===== src/rtl/master_out_port_if.sv =====
// Master-to-slave serial bus: request handshake, serial address/data lines and
// the latched transaction attributes the slave needs to follow a burst.
interface master_out_port_if;
  logic        master_valid;
  logic        slave_ready;
  logic        tx_addr;
  logic        tx_data;
  logic [12:0] burst;
  logic        write_en;
  logic        read_en;

  modport master (
    output master_valid, tx_addr, tx_data, burst, write_en, read_en,
    input  slave_ready
  );

  modport slave (
    input  master_valid, tx_addr, tx_data, burst, write_en, read_en,
    output slave_ready
  );
endinterface


===== src/rtl/master_out_port.sv =====
// Serializer from the master core onto the system bus: handshake, then shift
// address/data LSB first; write bursts re-handshake and fetch one byte per beat.
module master_out_port (
  input  logic              clk,
  input  logic              reset,
  input  logic              req,
  input  logic              write,
  input  logic [11:0]       addr_in,
  input  logic [7:0]        data_in,
  input  logic [11:0]       burst_len,
  output logic              data_next,
  output logic              busy,
  output logic              done,
  master_out_port_if.master bus
);

  typedef enum logic [2:0] {
    IDLE, HS, SEND, FETCH, BHS, BSEND, FIN
  } state_t;

  state_t      state_q, state_d;
  logic [11:0] addr_q, addr_d;
  logic [7:0]  data_q, data_d;
  logic        write_q, write_d;
  logic [11:0] beats_q, beats_d;
  logic [3:0]  cnt_q, cnt_d;

  logic        valid_q, valid_d;
  logic        tx_addr_q, tx_addr_d;
  logic        tx_data_q, tx_data_d;
  logic [12:0] burst_q, burst_d;
  logic        write_en_q, write_en_d;
  logic        read_en_q, read_en_d;
  logic        data_next_q, data_next_d;
  logic        busy_q, busy_d;
  logic        done_q, done_d;

  // NOTE: every register below takes its value from the *_d network with <=,
  // so all flops update together at the edge regardless of statement order.
  always_ff @(posedge clk or negedge reset) begin
    if (!reset) begin
      state_q     <= IDLE;
      addr_q      <= '0;
      data_q      <= '0;
      write_q     <= 1'b0;
      beats_q     <= '0;
      cnt_q       <= '0;
      valid_q     <= 1'b0;
      tx_addr_q   <= 1'b0;
      tx_data_q   <= 1'b0;
      burst_q     <= '0;
      write_en_q  <= 1'b0;
      read_en_q   <= 1'b0;
      data_next_q <= 1'b0;
      busy_q      <= 1'b0;
      done_q      <= 1'b0;
    end else begin
      state_q     <= state_d;
      addr_q      <= addr_d;
      data_q      <= data_d;
      write_q     <= write_d;
      beats_q     <= beats_d;
      cnt_q       <= cnt_d;
      valid_q     <= valid_d;
      tx_addr_q   <= tx_addr_d;
      tx_data_q   <= tx_data_d;
      burst_q     <= burst_d;
      write_en_q  <= write_en_d;
      read_en_q   <= read_en_d;
      data_next_q <= data_next_d;
      busy_q      <= busy_d;
      done_q      <= done_d;
    end
  end

  always_comb begin
    // NOTE: hold-by-default for state, zero-by-default for pulses; every
    // variable is assigned before the case so no path can infer a latch.
    state_d     = state_q;
    addr_d      = addr_q;
    data_d      = data_q;
    write_d     = write_q;
    beats_d     = beats_q;
    cnt_d       = cnt_q;
    valid_d     = valid_q;
    tx_addr_d   = tx_addr_q;
    tx_data_d   = tx_data_q;
    burst_d     = burst_q;
    write_en_d  = write_en_q;
    read_en_d   = read_en_q;
    busy_d      = busy_q;
    data_next_d = 1'b0;
    done_d      = 1'b0;

    case (state_q)
      IDLE: begin
        if (req) begin
          addr_d     = addr_in;
          data_d     = data_in;
          write_d    = write;
          beats_d    = burst_len;
          burst_d    = {burst_len, (burst_len != 12'd0)};
          busy_d     = 1'b1;
          write_en_d = write;
          read_en_d  = !write;
          valid_d    = 1'b1;
          state_d    = HS;
        end
      end

      HS: begin
        if (bus.slave_ready) begin
          valid_d   = 1'b0;
          tx_addr_d = addr_q[0];
          tx_data_d = write_q & data_q[0];
          cnt_d     = 4'd1;
          state_d   = SEND;
        end
      end

      SEND: begin
        if (cnt_q == 4'd12) begin
          tx_addr_d = 1'b0;
          tx_data_d = 1'b0;
          if (write_q && (beats_q != 12'd0)) begin
            data_next_d = 1'b1;
            state_d     = FETCH;
          end else begin
            done_d     = 1'b1;
            busy_d     = 1'b0;
            write_en_d = 1'b0;
            read_en_d  = 1'b0;
            state_d    = FIN;
          end
        end else begin
          tx_addr_d = addr_q[cnt_q];
          tx_data_d = (write_q && (cnt_q < 4'd8)) ? data_q[cnt_q[2:0]] : 1'b0;
          cnt_d     = cnt_q + 4'd1;
        end
      end

      FETCH: begin
        data_d  = data_in;
        valid_d = 1'b1;
        state_d = BHS;
      end

      BHS: begin
        if (bus.slave_ready) begin
          valid_d   = 1'b0;
          tx_data_d = data_q[0];
          cnt_d     = 4'd1;
          state_d   = BSEND;
        end
      end

      BSEND: begin
        if (cnt_q == 4'd8) begin
          // The slave advances the address itself, so only data moves per beat.
          tx_data_d = 1'b0;
          beats_d   = beats_q - 12'd1;
          if (beats_q != 12'd1) begin
            data_next_d = 1'b1;
            state_d     = FETCH;
          end else begin
            done_d     = 1'b1;
            busy_d     = 1'b0;
            write_en_d = 1'b0;
            read_en_d  = 1'b0;
            state_d    = FIN;
          end
        end else begin
          tx_data_d = data_q[cnt_q[2:0]];
          cnt_d     = cnt_q + 4'd1;
        end
      end

      FIN: begin
        state_d = IDLE;
      end

      default: begin
        state_d = IDLE;
      end
    endcase
  end

  assign bus.master_valid = valid_q;
  assign bus.tx_addr      = tx_addr_q;
  assign bus.tx_data      = tx_data_q;
  assign bus.burst        = burst_q;
  assign bus.write_en     = write_en_q;
  assign bus.read_en      = read_en_q;
  assign data_next        = data_next_q;
  assign busy             = busy_q;
  assign done             = done_q;

endmodule


===== src/flat_wrapper.sv =====
// flat-port wrapper written by rule: the top's interface ports become plain ports
module master_out_port_flat 
  (clk, reset, req, write, addr_in, data_in, burst_len, data_next, busy, done, bus_master_valid, bus_tx_addr, bus_tx_data, bus_burst, bus_write_en, bus_read_en, bus_slave_ready);
  master_out_port_if bus_i ();
  input  logic clk;
  input  logic reset;
  input  logic req;
  input  logic write;
  input  logic [11:0] addr_in;
  input  logic [7:0] data_in;
  input  logic [11:0] burst_len;
  output logic data_next;
  output logic busy;
  output logic done;
  output wire logic [$bits(bus_i.master_valid)-1:0] bus_master_valid;
  output wire logic [$bits(bus_i.tx_addr)-1:0] bus_tx_addr;
  output wire logic [$bits(bus_i.tx_data)-1:0] bus_tx_data;
  output wire logic [$bits(bus_i.burst)-1:0] bus_burst;
  output wire logic [$bits(bus_i.write_en)-1:0] bus_write_en;
  output wire logic [$bits(bus_i.read_en)-1:0] bus_read_en;
  input wire logic [$bits(bus_i.slave_ready)-1:0] bus_slave_ready;
  assign bus_master_valid = bus_i.master_valid;
  assign bus_tx_addr = bus_i.tx_addr;
  assign bus_tx_data = bus_i.tx_data;
  assign bus_burst = bus_i.burst;
  assign bus_write_en = bus_i.write_en;
  assign bus_read_en = bus_i.read_en;
  assign bus_i.slave_ready = bus_slave_ready;
  master_out_port u_core (.clk(clk), .reset(reset), .req(req), .write(write), .addr_in(addr_in), .data_in(data_in), .burst_len(burst_len), .data_next(data_next), .busy(busy), .done(done), .bus(bus_i));
endmodule

===== config.mk =====
export PLATFORM = sky130hd
export DESIGN_NAME = master_out_port_flat
export DESIGN_NICKNAME = d
export VERILOG_FILES = /design/src/rtl/master_out_port_if.sv /design/src/rtl/master_out_port.sv /design/src/flat_wrapper.sv
export SDC_FILE = /design/constraint.sdc
export NUM_CORES = 1
export LEC_CHECK = 0
export CORE_ASPECT_RATIO = 0.8
export CORE_UTILIZATION = 25
export CTS_BUF_LIST = sky130_fd_sc_hd__clkbuf_8 sky130_fd_sc_hd__clkbuf_16
export CTS_CLUSTER_DIAMETER = 80
export CTS_CLUSTER_SIZE = 14
export DETAILED_ROUTE_END_ITERATION = 8
export PLACE_DENSITY = 0.43
export SYNTH_ARGS = -nofsm -noshare
export SYNTH_HDL_FRONTEND = slang
export SYNTH_SLANG_ARGS = --single-unit

===== constraint.sdc =====
create_clock -name clk -period 4.6 [get_ports clk]
set_input_delay 0.92 -clock clk [delete_from_list [all_inputs] [get_ports clk]]
set_output_delay 0.92 -clock clk [all_outputs]
set_load 0.02 [all_outputs]

After elaboration in Yosys (flattened, before gate mapping)
Index checks and enable logic that the tools add are counted.

storage, ports and cells
  bits in registers = 61
  bits in latches = 0
  memory bits (writable) = 0
  ROM bits = 0
  bits of input ports = 37
  logic and storage cells = 114
  memories kept = 0

cells by class
  $add $sub $neg = 2
  $mul = 0
  divide/modulo/power cells = 0
  magnitude comparators = 3
  equality and inequality tests = 18
  shift-type cells = 0
  muxes and demuxes = 52
  bitwise logic cells = 1
  reduce and logical (&&, ||, !) cells = 23

operators with widths
  cell                                                                    count
  1-bit two-way mux                                                       25
  12-bit two-way mux                                                      2
  12-bit case mux with 2 select lines                                     1
  12-bit nonzero test                                                     2
  3-bit two-way mux                                                       7
  3-bit case mux with 6 select lines                                      1
  8-bit case mux with 2 select lines                                      1
  2-bit != test (second input constant)                                   7
  4-bit two-way mux                                                       3
  12-bit by 1-bit != test with 1-bit output (second input constant)       1
  1-bit case mux with 3 select lines                                      4
  4-bit case mux with 3 select lines                                      1
  12-bit by 1-bit subtractor with 12-bit output (second input constant)   1
  3-bit AND reduction                                                     3
  3-bit nonzero test                                                      3
  4-bit equality test (second input constant)                             2
  8-bit two-way mux                                                       1
  3-bit by 2-bit equality test with 1-bit output (second input constant)  2
  3-bit equality test (second input constant)                             2
  2-bit by 1-bit != test with 1-bit output (second input constant)        3
  1-bit case mux with 2 select lines                                      3
  2-bit AND reduction                                                     3
  6-bit AND reduction                                                     1
  2-bit nonzero test                                                      3
  16 further kinds                                                        17

Depth between registers and ports, before layout
Gate-level depths: netlist of run 1.

  word-level depth = 5
  gate-level depth with buffers = 7
  gate-level depth less buffers = 6

Worst setup path after synthesis of run 1
OpenSTA, ideal clock, no wires.

  path kind = input port to flip-flop
  start = input bus_slave_ready
  end = register u_core.cnt_q[2]
  setup time = 124 ps
  data arrival time = 2105 ps
  setup slack = 2371 ps
  cell stages on the path = 5
  cells stage by stage = clkbuf_2 > or4bb_1 > o31a_1 > and3_4 > a211o_1

on the way
  cells in the longest elaborated chain, start to end = 2

ends and longest elaborated chain
  what                                                RTL line               text
  start, declared                                     flat_wrapper.sv:21     input wire logic [$bits(bus_i.slave_ready)-1:0] bus_slave_ready;
  2-bit by 1-bit != test with 1-bit output (no line)  -
  4-bit AND reduction (no line)                       -
  end signal, assigned                                master_out_port.sv:63  cnt_q <= cnt_d;
  end, declared                                       master_out_port.sv:26  logic [3:0] cnt_q, cnt_d;

No other way between the ends.
A chain may end at the register's enable or synchronous reset.

Worst setup path in the final report of run 1
  start = input req
  end = register u_core.beats_q[3]

on the way
  cells in the longest elaborated chain, start to end = 2

ends and longest elaborated chain
  what                           RTL line               text
  start, declared                flat_wrapper.sv:7      input logic req;
  2-bit != test (no line)        -
  3-bit AND reduction (no line)  -
  end signal, assigned           master_out_port.sv:62  beats_q <= beats_d;
  end, declared                  master_out_port.sv:25  logic [11:0] beats_q, beats_d;

No other way between the ends.

==> results of run 1 <==
[layout by cell type (no fill, tap or decap), types with 10 or more instances in the layout]
| cell | count |
|---|---|
| nor2_1 | 13 |
| clkdlybuf4s50_1 | 56 |
| a21oi_1 | 17 |
| nand3_1 | 10 |
| o21ai_0 | 17 |
| dfrtp_1 | 61 |
| nor4_1 | 10 |
| nand2_1 | 96 |
[worst max-delay path by stage]
stage                             end  slack [ns]             from  cells past startpoint
finish              u_core.beats_q[3]        1.76              req                      5
detailed placement  u_core.beats_q[3]        1.42              req                      5
global placement    u_core.beats_q[3]        1.40              req                      5
global route        u_core.beats_q[3]        1.61              req                      5
floorplan             u_core.cnt_q[2]        2.37  bus_slave_ready                      5
CTS                 u_core.beats_q[3]        1.77              req                      5
[per-stage QoR]
| step | hold slack (ns) | power, mW |
|---|---|---|
| floorplan | 0.437 | 1.86 |
| global placement | 0.457 | 2.28 |
| detailed placement | 0.463 | 2.28 |
| CTS | 0.477 | 3.03 |
| global route | 0.493 | 3.23 |
| finish | 0.470 | 3.00 |
[sequential cells by signal, indices dropped and copies added, names as in the netlist, 3 cells and up]
| register | count |
|---|---|
| u_core.addr_q | 12 |
| u_core.beats_q | 12 |
| u_core.bus.burst | 13 |
| u_core.cnt_q | 4 |
| u_core.data_q | 8 |
| u_core.state_q | 3 |
[cell type report]
type | count | area (sq um)
clock buffer | 10 | 239
fill | 1354 | 8550
timing repair buffer | 62 | 603
tap | 175 | 219
multi-input combinational | 269 | 1620
sequential | 61 | 1530
inverter | 8 | 30.0
clock inverter | 5 | 76.3
[logic make-up (layout without fill, tap and decap cells)]
kind of cell | Yosys count | count (layout) | share of synthesized area
AO/OA/AOI/OAI | 75 | 75 | 0.146
XOR/XNOR | 1 | 1 | 0.00266
adder cells (fa/ha/maj) | 5 | 5 | 0.0190
buffers and inverters | 31 | 85 | 0.0470
flip-flops | 61 | 61 | 0.463
multiplexers | 20 | 20 | 0.0762
AND/OR/NAND/NOR | 168 | 168 | 0.247
[metal layers]
layer,global-route usage,up-vias,part of all wire,wire [um]
met1,0.229,1365,0.52,4940
li1,-,1391,-,-
met2,0.203,62,0.41,3900
met4,0.0525,0,0.017,160
met3,0.0445,12,0.055,521
met5,0,-,0,0
[worst max-delay path, delay by kind of cell]
kind | cells | cell delay [ns]
mux | 1 | 0.39
compound gates | 2 | 0.32
simple gates | 1 | 0.93
buf+inv | 1 | 0.50
[power breakdown]
group          switching, mW  total, mW  internal, mW
Combinational          0.611       1.18         0.566
Sequential             0.301       1.09         0.790
Clock                  0.249      0.731         0.483
==> run_results.csv, run 1 <==
group,metric,value,unit
outcome,outcome,"completed",
die,core_area,0.0129,sq mm
setup_path,regToRegStartpoint,"u_core.state_q[0]",
clock_tree,clk_pin_slew,0.05,ns
min_path,hp-class,"flop to flop",
logic_synthesis,syn_area,0.00330,sq mm
sta,rsz0062_at_grt,"false",
clock_tree,cts.sink_count,61,
sta,fmaxAchievable,352,MHz
global_routing,grt_start_max_net_pins,40,
setup_path,timing.critical_path.slowest_cell_delay,0.93,ns
logic_synthesis,synth_top_cells_by_count,"nand2_1, dfrtp_1, a21oi_1, o21ai_0, nor2_1",
min_path,worst_hold_path_depth,2,
die,fp.dieW,130,um
sta,timing_max_transition_violations_final,0,
die,floorplan.die_area,0.0137,sq mm
drt,drtAntennaViolNets,0,
setup_path,crit_path_cell_trace,"clkdlybuf4s50_1 -> or4b_1 -> mux2i_1 -> o21ai_0 -> a21o_1",
clock_tree,clk_lat_worst_skew,0.34,ns
sta,postLayoutSetupSlackWorst,1.76,ns
drt,viasPerCell,4.80,
drt,first_iteration_detailed_routing_drc_count,264,
setup_path,cp_slowest_cell,"or4b_1",
sta,maxSlewHeadroom,0.286,
power_and_ir_drop,vdd.ir_drop.worst,193,uV
logic_synthesis,synth_most_common_cell,"nand2_1",
placed_design,globalplace.congestion,0.782,
clock_tree,cts_buffer_depth,2,
logic_synthesis,ys_async_sr_fraction,1.00,
power_and_ir_drop,power.leakage,1.89,nW
die,std_cell_rows,37,
global_routing,antenna_violations_before_repair,0,
setup_path,path_class,"input port to flop",
finish,final_cell_count_no_fill,590,
drt,remaining_drc_errors,0,
clock_tree,hold_buffers,0,
power_and_ir_drop,power_per_cell_area,695,mW/mm^2
setup_path,regToRegEndpoint,"u_core.beats_q[3]",
die,floorplan.initialDensity,0.256,
setup_path,critPathMaxFanout,30,
global_routing,grt_first_pass_wirelength,15600,um
setup_path,crit_path_end_kind,"flop",
clock_tree,cts.repair.resized,0,
logic_synthesis,yosys_warnings,0,
sta,timing.final.hold_violations,0,
finish,layout.cell_area.non_filler,0.00432,sq mm
logic_synthesis,dominant_register_cell_in_the_synthesized_netlist,"dfrtp_1",
finish,antenna_cells,0,
finish,layout-area-overhead-vs-synth,30.9,%
finish,layout.core_utilization,0.336,
die,ios,58,
logic_synthesis,syn_nets,403,
logic_synthesis,yosys.cell_types.count,56,
global_routing,gr-usage-all-layers,0.152,
global_routing,global_route.overflow_total,0,
setup_path,r2r.worst_path.cells,4,
setup_path,critPathLaunchType,"input port",
clock_tree,post_cts_buffers,0,
clock_tree,tritoncts,"done",
die,die_height,105,um
finish,finalNetCount,453,
drt,drt-total-wl,9530,um
logic_synthesis,synth_area_per_cell,9.14,sq um
placed_design,detailed_place_hpwl,6720,um
logic_synthesis,synth-seq-cells,61,
drt,vias,2830,
logic_synthesis,post-synth-top-area-cell,"dfrtp_1",
logic_synthesis,yosys.area.top_type_share,0.463,
setup_path,critPathArrivalTime,3.07,ns
sta,post-route-min-period,2.84,ns
min_path,min-delay-start,"u_core.addr_q[4]",
sta,layout_worst_path_cycle_share,0.617,
sta,finalSetupViolations,0,
setup_path,critical_path_required,4.83,ns
placed_design,cell_area_placed,0.00400,sq mm
sta,timing_worst_slew_pin_value,1.07,ns
min_path,hold-path-endpoint,"u_core.addr_q[4]",
sta,totalNegativeSetupSlack,0,ns
drt,detail_route.first_pass.iterations,4,
logic_synthesis,number_of_flops_mapped_to_enable_cells_by_yosys,0,
setup_path,worst-r2r-setup-slack,2.02,ns
logic_synthesis,synth_sequential_area_ratio,0.463,
logic_synthesis,syn_inst,361,
finish,drive_gt1_frac,0.0819,
clock_tree,clock-root-buffer,"clkbuf_16",
drt,route.detailed.wl_per_inst,16.1,um
logic_synthesis,yosys-top-cells-area,"dfrtp_1, nand2_1, mux2i_1",
placed_design,place_inst,575,
clock_tree,cts-htree-levels,3,
flow_run,cap_violations,0,
placed_design,place_ws,1.42,ns
sta,worst_clock_skew,0.00480,ns
clock_tree,cts_inserted_buffers,9,
placed_design,place.port_buffers,57,
global_routing,number_of_global_route_vias_before_repair,2805,
(Power assumes the default switching activity.)
==> inputs of run 2 (changes only) <==
Settings changed: PLACE_DENSITY 0.43 to 0.44.
Clock period 4.6 ns to 2.3 ns, I/O delays scaled along.
==> run 2 against run 1 <==
Net effect:
- non-clock buffer count grew 14
- clock skew is essentially flat
- final area rose by 3.0%
- sequential cell count did not move
- sequential share of layout area shrank 1.0 points
- die area stayed put
- clock power rose by 86%
- critical path type is now flop to flop
- largest power group unchanged
==> run_results.csv, run 2 (same netlist as run 1, synthesis figures left out) <==
group,metric,value,unit
outcome,outcome,"completed",
setup_path,crit_path_cell_trace,"mux4_1 -> and4b_1 -> a221oi_1 -> o31ai_1",
placed_design,detailed_place_hpwl,6970,um
setup_path,cp_slowest_cell,"mux4_1",
setup_path,critPathArrivalTime,2.16,ns
drt,detail_route.first_pass.iterations,4,
global_routing,antenna_violations_before_repair,0,
global_routing,global_route.overflow_total,0,
min_path,hp-class,"input port to async pin",
sta,timing_worst_slew_pin_value,0.568,ns
finish,layout_commonest_cell,"nand2_1",
placed_design,place.port_buffers,57,
sta,totalNegativeSetupSlack,0,ns
clock_tree,cts-htree-levels,3,
die,die_height,105,um
clock_tree,cts.sink_count,61,
global_routing,grt_first_pass_wirelength,15200,um
die,fp.dieW,130,um
sta,layout_worst_path_cycle_share,0.853,
drt,first_iteration_detailed_routing_drc_count,180,
setup_path,critical_path_required,2.50,ns
sta,maxSlewHeadroom,0.618,
sta,post-route-min-period,1.96,ns
sta,postLayoutSetupSlackWorst,0.338,ns
die,floorplan.initialDensity,0.256,
sta,finalSetupViolations,0,
setup_path,regToRegEndpoint,"u_core.bus.tx_addr",
clock_tree,tritoncts,"done",
drt,route.detailed.wl_per_inst,15.6,um
power_and_ir_drop,vdd.ir_drop.worst,483,uV
drt,remaining_drc_errors,0,
clock_tree,clock-root-buffer,"clkbuf_16",
finish,fill_cells,1346,
finish,finalNetCount,467,
drt,vias,2825,
global_routing,gr-usage-all-layers,0.148,
clock_tree,clk_lat_worst_skew,0.33,ns
drt,drt-total-wl,9450,um
power_and_ir_drop,power_per_cell_area,1360,mW/mm^2
finish,drive_gt1_frac,0.114,
sta,rsz0062_at_grt,"false",
sta,timing_max_transition_violations_final,0,
clock_tree,cts_inserted_buffers,9,
setup_path,timing.critical_path.slowest_cell_delay,0.65,ns
die,ios,58,
setup_path,regToRegStartpoint,"u_core.cnt_q[0]",
clock_tree,cts_buffer_depth,2,
finish,layout.core_utilization,0.346,
global_routing,number_of_global_route_vias_before_repair,2786,
setup_path,worst-r2r-setup-slack,0.34,ns
placed_design,globalplace.congestion,0.775,
setup_path,path_class,"flop to flop",
sta,timing.final.hold_violations,0,
drt,viasPerCell,4.67,
clock_tree,cts.repair.resized,0,
setup_path,critPathMaxFanout,12,
finish,layout-area-overhead-vs-synth,34.8,%
finish,antenna_cells,0,
global_routing,grt_start_max_net_pins,30,
finish,layout_common_cells,"nand2_1, dfrtp_1, clkdlybuf4s50_1, a21oi_1, o21ai_0",
setup_path,crit_path_end_kind,"flop",
sta,fmaxAchievable,510,MHz
clock_tree,hold_buffers,0,
finish,multi_input_area,0.00162,sq mm
clock_tree,clk_pin_slew,0.05,ns
die,floorplan.die_area,0.0137,sq mm
sta,worst_clock_skew,0.00471,ns
flow_run,cap_violations,0,
power_and_ir_drop,power.leakage,1.97,nW
clock_tree,post_cts_buffers,0,
drt,drtAntennaViolNets,0,
setup_path,r2r.worst_path.cells,4,
die,core_area,0.0129,sq mm
die,std_cell_rows,37,
setup_path,critPathLaunchType,"flop",
finish,largest_register_ffs,13,
finish,regArea,0.00153,sq mm
placed_design,place_ws,0.140,ns
[run 2: how the worst max path moves through the flow]
stage,startpoint,end,slack (ns),depth (start not counted)
floorplan,bus_slave_ready,u_core.cnt_q[2],0.53,5
global placement,bus_slave_ready,u_core.cnt_q[2],0.11,5
detailed placement,bus_slave_ready,u_core.cnt_q[2],0.14,5
CTS,u_core.cnt_q[0],u_core.bus.tx_addr,0.33,4
global route,u_core.cnt_q[0],u_core.bus.tx_addr,0.19,4
finish,u_core.cnt_q[0],u_core.bus.tx_addr,0.34,4
[run 2: area by class of cell]
cell class	count	area share
Multi-Input combinational cell	269	0.365
Sequential cell	61	0.343
Timing Repair Buffer	76	0.168
Clock buffer	10	0.0537
Tap cell	175	0.0492
Clock inverter	6	0.0143
Inverter	8	0.00675
[run 2: per-stage QoR]
stage | cells | hold slack, ns | instance area (sq um) | power (mW)
after floorplan | 361 | 0.164 | 3300 | 3.72
after global placement | 589 | 0.461 | 4150 | 4.69
after detailed placement | 589 | 0.463 | 4150 | 4.71
after CTS | 605 | 0.109 | 4450 | 6.11
after global routing | 605 | 0.127 | 4450 | 6.50
final | 605 | 0.0941 | 4450 | 6.04
[run 2: worst max-delay path, delay by kind of cell, from the launching register on]
kind	cells	cell delay, ns
multiplexers	1	0.65
flip-flops	1	0.64
AO/OA/AOI/OAI	2	0.33
AND/OR/NAND/NOR	1	0.21
[run 2: where the power goes]
group	switching, mW	internal [mW]	total, mW
sequential	0.552	1.58	2.13
combinational	1.30	1.25	2.55
clock	0.494	0.864	1.36
[run 2: layer usage]
layer  share of wire  track usage  routed length (um)
met1            0.51        0.223                4840
met2            0.41        0.199                3900
met3           0.058       0.0415                 548
met4           0.017       0.0493                 163
met5               0            0                   0
==> inputs of run 3 (changes only) <==
Settings changed: TNS_END_PERCENT set to 30.
==> results of run 3 <==
Final layout, timing and power as in run 2 (identical DEF).
